`src/rtl/cr_iu_gated_reg_wr_arb.sv`:
```
// cr_iu_gated_reg_wr_arb
//   Write-port arbiter/sequencer for a single-write-port, clock-gated 32-bit IU
//   register. NREQ requesters share the port through valid/ready handshakes.
//   A requester may lock the port across several transfers. If the owner stays
//   idle for LOCK_MAX cycles, the lock is released by force. The write enable
//   and data are registered, so the gated-clock register downstream sees clean
//   enables.
//
//   Build option: CR_IU_WR_ARB_FIXED_PRIO_EN
//     Defined     -> the IDLE grant is fixed priority (requester 0 highest) and
//                    there is no round-robin pointer.
//     Not defined -> the IDLE grant is round-robin, starting from rr_ptr.
//
// Ports
//   forever_cpuclk  free-running clock; all state changes on its rising edge
//   cpurst          synchronous active-high reset
//   req_vld         per-requester write request valid
//   req_lock        requester keeps ownership after this transfer
//   req_data        packed write data; requester i uses [32*i+31:32*i]
//   req_rdy         one-hot grant (combinational)
//   arb_stall       blocks all grants and freezes the arbiter state
//   x_write_en      registered write enable to the gated register
//   write_data      registered write data to the gated register
//   arb_busy        high while LOCKED or while x_write_en is high
//   arb_owner       index of the last granted requester
module cr_iu_gated_reg_wr_arb #(
  parameter int NREQ     = 3,
  parameter int IDX_W    = 2,
  parameter int LOCK_MAX = 15
) (
  input  logic                 forever_cpuclk,
  input  logic                 cpurst,
  input  logic [NREQ-1:0]      req_vld,
  input  logic [NREQ-1:0]      req_lock,
  input  logic [NREQ*32-1:0]   req_data,
  output logic [NREQ-1:0]      req_rdy,
  input  logic                 arb_stall,
  output logic                 x_write_en,
  output logic [31:0]          write_data,
  output logic                 arb_busy,
  output logic [IDX_W-1:0]     arb_owner
);

  localparam int CNT_W = (LOCK_MAX > 1) ? $clog2(LOCK_MAX) : 1;

  typedef enum logic {
    IDLE,
    LOCKED
  } state_t;

  state_t             state, state_nxt;
  logic [CNT_W-1:0]   lock_cnt, lock_cnt_nxt;
  logic [IDX_W-1:0]   rr_ptr;
  logic [NREQ-1:0]    grant;
  logic [IDX_W-1:0]   gidx;
  logic [IDX_W-1:0]   cand;
  int unsigned        sum;
  logic               found;
  logic               xfer;
  logic [31:0]        data_arr [NREQ];
  logic [31:0]        gdata;

  for (genvar gi = 0; gi < NREQ; gi++) begin : g_data
    assign data_arr[gi] = req_data[32*gi +: 32];
  end

`ifdef CR_IU_WR_ARB_FIXED_PRIO_EN
  assign rr_ptr = '0;
`else
  logic [IDX_W-1:0] rr_ptr_nxt;

  assign rr_ptr_nxt = (gidx == IDX_W'(NREQ - 1)) ? '0 : gidx + IDX_W'(1);

  always_ff @(posedge forever_cpuclk) begin
    if (cpurst) begin
      rr_ptr <= '0;
    end else if (xfer) begin
      rr_ptr <= rr_ptr_nxt;
    end
  end
`endif

  // Grant selection. The sum is wrapped explicitly, so rr_ptr + k never
  // overflows IDX_W before the modulo is applied.
  always_comb begin
    grant = '0;
    gidx  = '0;
    cand  = '0;
    sum   = 0;
    found = 1'b0;
    if (!cpurst && !arb_stall) begin
      if (state == LOCKED) begin
        grant[arb_owner] = req_vld[arb_owner];
        gidx             = arb_owner;
      end else begin
        for (int unsigned k = 0; k < NREQ; k++) begin
          sum = 32'(rr_ptr) + k;
          if (sum >= NREQ) begin
            sum = sum - NREQ;
          end
          cand = IDX_W'(sum);
          if (!found && req_vld[cand]) begin
            grant[cand] = 1'b1;
            gidx        = cand;
            found       = 1'b1;
          end
        end
      end
    end
  end

  assign req_rdy = grant;
  assign xfer    = |grant;
  assign gdata   = data_arr[gidx];

  // An owner transfer takes priority over timeout and release, so a transfer
  // in the same cycle as the timeout keeps the lock alive.
  always_comb begin
    state_nxt    = state;
    lock_cnt_nxt = lock_cnt;
    if (xfer) begin
      state_nxt    = req_lock[gidx] ? LOCKED : IDLE;
      lock_cnt_nxt = '0;
    end else if (state == LOCKED && !arb_stall) begin
      if (!req_lock[arb_owner]) begin
        state_nxt    = IDLE;
        lock_cnt_nxt = '0;
      end else if (lock_cnt == CNT_W'(LOCK_MAX - 1)) begin
        state_nxt    = IDLE;
        lock_cnt_nxt = '0;
      end else begin
        lock_cnt_nxt = lock_cnt + CNT_W'(1);
      end
    end
  end

  always_ff @(posedge forever_cpuclk) begin
    if (cpurst) begin
      state    <= IDLE;
      lock_cnt <= '0;
    end else begin
      state    <= state_nxt;
      lock_cnt <= lock_cnt_nxt;
    end
  end

  always_ff @(posedge forever_cpuclk) begin
    if (cpurst) begin
      x_write_en <= 1'b0;
      write_data <= '0;
      arb_owner  <= '0;
    end else begin
      x_write_en <= xfer;
      if (xfer) begin
        write_data <= gdata;
        arb_owner  <= gidx;
      end
    end
  end

  assign arb_busy = (state == LOCKED) || x_write_en;

endmodule
```
`config.mk`:
```
export PLATFORM = sky130hd
export DESIGN_NAME = cr_iu_gated_reg_wr_arb
export DESIGN_NICKNAME = d
export VERILOG_FILES = /design/src/rtl/cr_iu_gated_reg_wr_arb.sv
export SDC_FILE = /design/constraint.sdc
export NUM_CORES = 1
export LEC_CHECK = 0
export ABC_AREA = 1
export BUFFER_PORTS_ARGS = -buffer_cell sky130_fd_sc_hd__buf_2
export CAP_MARGIN = 20
export CORE_MARGIN = 4
export CORE_UTILIZATION = 40
export CTS_CLUSTER_SIZE = 12
export DETAILED_ROUTE_END_ITERATION = 6
export HOLD_SLACK_MARGIN = 0.03
export PLACE_DENSITY = 0.78
export SLEW_MARGIN = 20
export SYNTH_ARGS = -nofsm -noshare
export SYNTH_HDL_FRONTEND = slang
export SYNTH_SLANG_ARGS = --single-unit
```
`constraint.sdc`:
```
create_clock -name forever_cpuclk -period 4.3 [get_ports forever_cpuclk]
set_clock_uncertainty 0.2 [all_clocks]
set_input_delay 0.215 -clock forever_cpuclk [delete_from_list [all_inputs] [get_ports forever_cpuclk]]
set_output_delay 0.215 -clock forever_cpuclk [all_outputs]
set_load 0.01 [all_outputs]
```
==> Word-level counts from Yosys, hierarchy flattened <==
Index checks and enable logic that the tools add are counted.
{ "word_totals": {"in_bits": 105, "word_cells": 110, "regBits": 42, "output_inout_bits": 39} }
{ "op_classes": {"eq_ne": 3, "muxes": 60, "order_cmp": 13, "n_bitwise": 4, "reduce_logical": 17, "add_sub_neg": 7} }
{ "op_table": {"columns": ["cell", "count"], "rows": [
  ["$bmux 32 s2", 1],
  ["$mux 32", 2],
  ["$mux 2", 15],
  ["$mux 3", 9],
  ["$mux 1", 21],
  ["$lt 2x3->1 const B", 5],
  ["$bmux 1 s2", 6],
  ["$demux 1 s2", 4],
  ["$ge 2x1->1 const B", 4],
  ["$logic_and 1x1->1", 8],
  ["$mux 4", 2],
  ["$ge 3x2->1 const B", 2],
  ["$or 3x3->3", 2],
  ["$sub 2x2->2 const B", 3],
  ["$add 4x1->4 const B", 1],
  ["$eq 4x4->1 const B", 1],
  ["$logic_not 1->1", 4],
  ["$reduce_or 4->1", 1],
  ["$add 2x1->3 const B", 1],
  ["$add 2x2->3 const B", 1],
  ["$and 3x3->3", 1],
  ["$ge 3x3->1 const B", 1],
  ["$ne 3x2->1 const B", 1],
  ["$not 2->3", 1],
  ["7 further kinds", 7]
]} }

==> Depth between registers and ports, before layout <==
{ "depth": {"ltp_word": 23, "ltp_mapped": 19, "mapped_depth_nobuf": 18} }

==> Worst setup path after synthesis <==
Ideal clock, no wire load.
{ "synth_timing": {"path_kind": "reg2reg", "startpoint": "register rr_ptr[0]", "endpoint": "register write_data[27]", "required_ns": 3.980, "stages_incl_launch_ff": 17, "setup_slack_ns": 2.014, "path_buffers": 2, "t_arrival_ns": 1.966, "setup_ns": 0.120, "synth_period_minus_slack_ns": 2.286, "cell_sequence": "dfxtp_1 inv_1 ha_1 inv_2 nand2_1 nand3_1 nand2_2 nand2_2 nand2_1 o21ai_1 nand3_1 nand2_1 nand3_4 buf_6 buf_6 nand3_1 nand3_1"} }
{ "synth_between": {"elab_chain_cells": 23, "elab_cells_between_ends": 69, "cone_classes": "add/sub (5); order compare (9); mux (44); bitwise (3); reduce/logical (8)"} }
{ "synth_lines": {"columns": ["item", "line_no", "source"], "rows": [
  ["from (decl)", "53", "logic [IDX_W-1:0] rr_ptr;"],
  ["from (signal assigned)", "78", "rr_ptr <= rr_ptr_nxt;"],
  ["parallel branches: the longest is 23 deep, another holds $add 2x1->3", null, null],
  ["to (signal assigned)", "155", "write_data <= gdata;"],
  ["to (decl)", "39", "output logic [31:0] write_data,"]
]} }
Parallel ways; which one is timed is not known. The select of a mux whose other input is x is not followed.
A chain may end at the register's enable or synchronous reset.

==> Final worst setup path <==
Ends and elaborated chain as after synthesis.

==> flow_summary.toml <==
[global_routing]
antenna_found_initial = 0
grt_start_max_net_pins = 37
grt_first_pass_wirelength_um = 15000
grt_pass1_vias = 3484
grt_remaining_overflow = 0
grt_usage = 0.212

[timing]
maxSlewViolCount = 0
fin_hold_ws_ns = 0.0382
slew_headroom = 0.503
hold_violations = 0
setup_viol = 0
rsz0062_at_grt = "no"
setup_tns_ns = 0
worst_pin_slew_ns = 0.744
fin_crit_sh = 0.884
fin_crit_ns = 3.80
timing.fmax_ghz = 0.263

[clocking]
numCtsBuffers = 5
clk_latency_ns = 0.28
cts_tree = "built"
cts_max_path_buffers = 2
cts_setup_buffers = 0
root_buffer = "clkbuf_8"
h-tree-depth = 2
clock_sinks = 42
clk_pin_slew_ns = 0.08

[yosys]
ys_top_cells_by_count = "nand2_1 (210), inv_1 (56), dfxtp_1 (42), nand3_1 (42), nor2_1 (20)"
ys_ff_latch = 42
synth_edf_count = 0
yosysTopAreaCellShare = 0.295
yosysWarnings = 0
syn_inst = 478
syn_nets = 587
seq_area_frac_synth = 0.295
synth.area.top_cells = "dfxtp_1 (29%), nand2_1 (28%), inv_1 (7.4%)"
synth_ff_type = "dfxtp_1"
syn_avg_cell_area_um2 = 5.97
yosysTopAreaCell = "dfxtp_1"
synth_cell_types = 30
syn-cell-area_um2 = 2850
async_reset_ff_frac = 0
post-synth-top-count-cell = "nand2_1"

[place]
placed_area_um2 = 3530
finalWeightedCongestion = 0.837
dpl.hpwl_um = 6540
numPortBuffers = 143

[finish]
antenna_cells = 0
fin_area_um2 = 3940
drive_above_1_share = 0.273
nets = 746
fin_util = 0.573
areaGrowthSynthToFinish_pct = 38.0

[detailed_routing]
dr.pass1.iters = 5
via_per_inst = 4.83
drc = 0
wirelength_um = 9150
ant_nets = 0
routed-via-count = 3547
avgRoutedWirePerCell_um = 12.5
drt_iter0_drc = 182

[worst_setup_path]
critPathMaxFanout = 36
r2r_cells = 16
slowest_delay_ns = 0.65
crit_slowest_cell = "nor2_4"
reg2reg_setup_slack_ns = 0.50
r2r_end = "write_data[27]$_SDFFE_PP0P_"
worstPathCellList = "inv_1, ha_1, inv_2, nand2_1, nand3_1, nand2_2, nand2_2, nand2_1, nand2_1, nand3_2, nand2_4, inv_4, nor2_4, nand3_1, nand3_1, dlygate4sd3_1"
cp_top_family = "simple AND/OR/NAND/NOR gates"
r2r_start = "rr_ptr[0]$_SDFFE_PP0P_"
cp-end-kind = "register"
critPathLaunchType = "register"
cp_data_arrival_time_ns = 3.83
worstSetupPathType = "register to register"
crit_required_ns = 4.33
worst-path-buf-inv = 4

[power_and_ir_drop]
ir_drop_mv = 0.229
p_leak_nw = 2.32
cellPowerDensity_nw_per_um2 = 577
total_power_w = 0.00227

[die]
die_y_um = 92.4
initial_utilization = 0.415
die_x_um = 92.4
fp.coreArea_um2 = 6870
fp-row-count = 30
die_area_um2 = 8540
io_pins = 144

[min_path]
hold_end = "write_data[15]$_SDFFE_PP0P_"
hp-class = "input port to register"
min_path_cells = 5
hp-start = "req_data[47]"

[status]
outcome = "completed"

[flow_run]
cap_violations = 0
## cells in the final DEF, fill, tap and decap left out, types with 2 or more instances in the layout
| cell type | synthesis | routed |
|---|---|---|
| nor2_2 | 3 | 3 |
| clkbuf_8 | 0 | 6 |
| inv_1 | 56 | 56 |
| nand3_1 | 42 | 42 |
| nand2_1 | 210 | 210 |
| nand4_1 | 12 | 12 |
| nand3_2 | 3 | 3 |
| nand2_4 | 3 | 3 |
| buf_2 | 8 | 143 |
| inv_2 | 2 | 2 |
| o21ai_1 | 15 | 15 |
| dlygate4sd3_1 | 0 | 31 |
| or2_2 | 2 | 2 |
| nand2_2 | 5 | 5 |
| a21oi_1 | 9 | 9 |
| nor2_1 | 20 | 20 |
| ha_1 | 4 | 4 |
| dfxtp_1 | 42 | 42 |
| o21ai_0 | 17 | 17 |
## layout make-up
class,instances,area [um^2]
well taps,96,120
fillers,654,2930
multi-input cells,354,1630
flip-flops and latches,42,841
clock inverters,1,5.00
inverters,59,224
clock buffers,7,86.3
repair buffers,175,1030
## cell families (layout without fill, tap and decap cells)
kind of cell | Yosys count | count (layout) | synth area share
AND/OR/NAND/NOR | 306 | 306 | 0.473
buffers and inverters | 82 | 242 | 0.135
AO/OA/AOI/OAI | 43 | 43 | 0.0772
flip-flops | 42 | 42 | 0.295
adder cells (fa/ha/maj) | 4 | 4 | 0.0176
XOR/XNOR | 1 | 1 | 0.00307
## per-stage QoR
stage / std cells / setup WS [ns]
2_1_floorplan: 478 / 2.01
3_3_place_gp: 695 / 1.19
3_5_place_dp: 695 / 1.03
4_1_cts: 734 / 0.564
5_1_grt: 734 / 0.218
6_report: 734 / 0.500
## state kept, by name, indices dropped and copies added, names as in the netlist
signal,cells
state,1
lock_cnt,4
x_write_en,1
rr_ptr,2
write_data,32
arb_owner,2
## how the worst max path moves through the flow
stage	start	end	slack [ns]	cells past startpoint
4_1_cts	rr_ptr[0]$_SDFFE_PP0P_	write_data[30]$_SDFFE_PP0P_	0.56	16
3_5_place_dp	rr_ptr[0]$_SDFFE_PP0P_	write_data[29]$_SDFFE_PP0P_	1.03	17
3_3_place_gp	rr_ptr[0]$_SDFFE_PP0P_	write_data[18]$_SDFFE_PP0P_	1.19	17
5_1_grt	rr_ptr[0]$_SDFFE_PP0P_	write_data[27]$_SDFFE_PP0P_	0.22	16
6_report	rr_ptr[0]$_SDFFE_PP0P_	write_data[27]$_SDFFE_PP0P_	0.50	16
2_1_floorplan	rr_ptr[0]$_SDFFE_PP0P_	write_data[27]$_SDFFE_PP0P_	2.01	16
## report_power, final
part           internal, W  total (W)  switching, W
logic             0.000526    0.00141      0.000889
registers         0.000516   0.000594     0.0000779
clock network     0.000130   0.000262      0.000132
## repair_timing
| action | 4_1_cts | 5_1_grt |
|---|---|---|
| hold buffers | 31 | 0 |
| gates resized for setup | 0 | 0 |
| endpoints found under the hold margin | 24 | 0 |
## layer usage
metal,routed length [um],vias to the layer above,part of all wire,GRT usage
met1,3660,1555,0.40,0.241
met4,227,0,0.025,0.101
met5,0,-,0,0
li1,-,1795,-,-
met2,4350,171,0.47,0.360
met3,926,26,0.10,0.0666
## worst reg2reg max path, cell delays in order, from the launching register on
cell and delay (ns):
dfxtp_1 0.38, inv_1 0.08, ha_1 0.37, inv_2 0.10, nand2_1 0.05, nand3_1 0.07
nand2_2 0.08, nand2_2 0.09, nand2_1 0.07, nand2_1 0.08, nand3_2 0.11, nand2_4 0.31
inv_4 0.24, nor2_4 0.65, nand3_1 0.18, nand3_1 0.13, dlygate4sd3_1 0.55
Power figures use the tool's default switching activity.
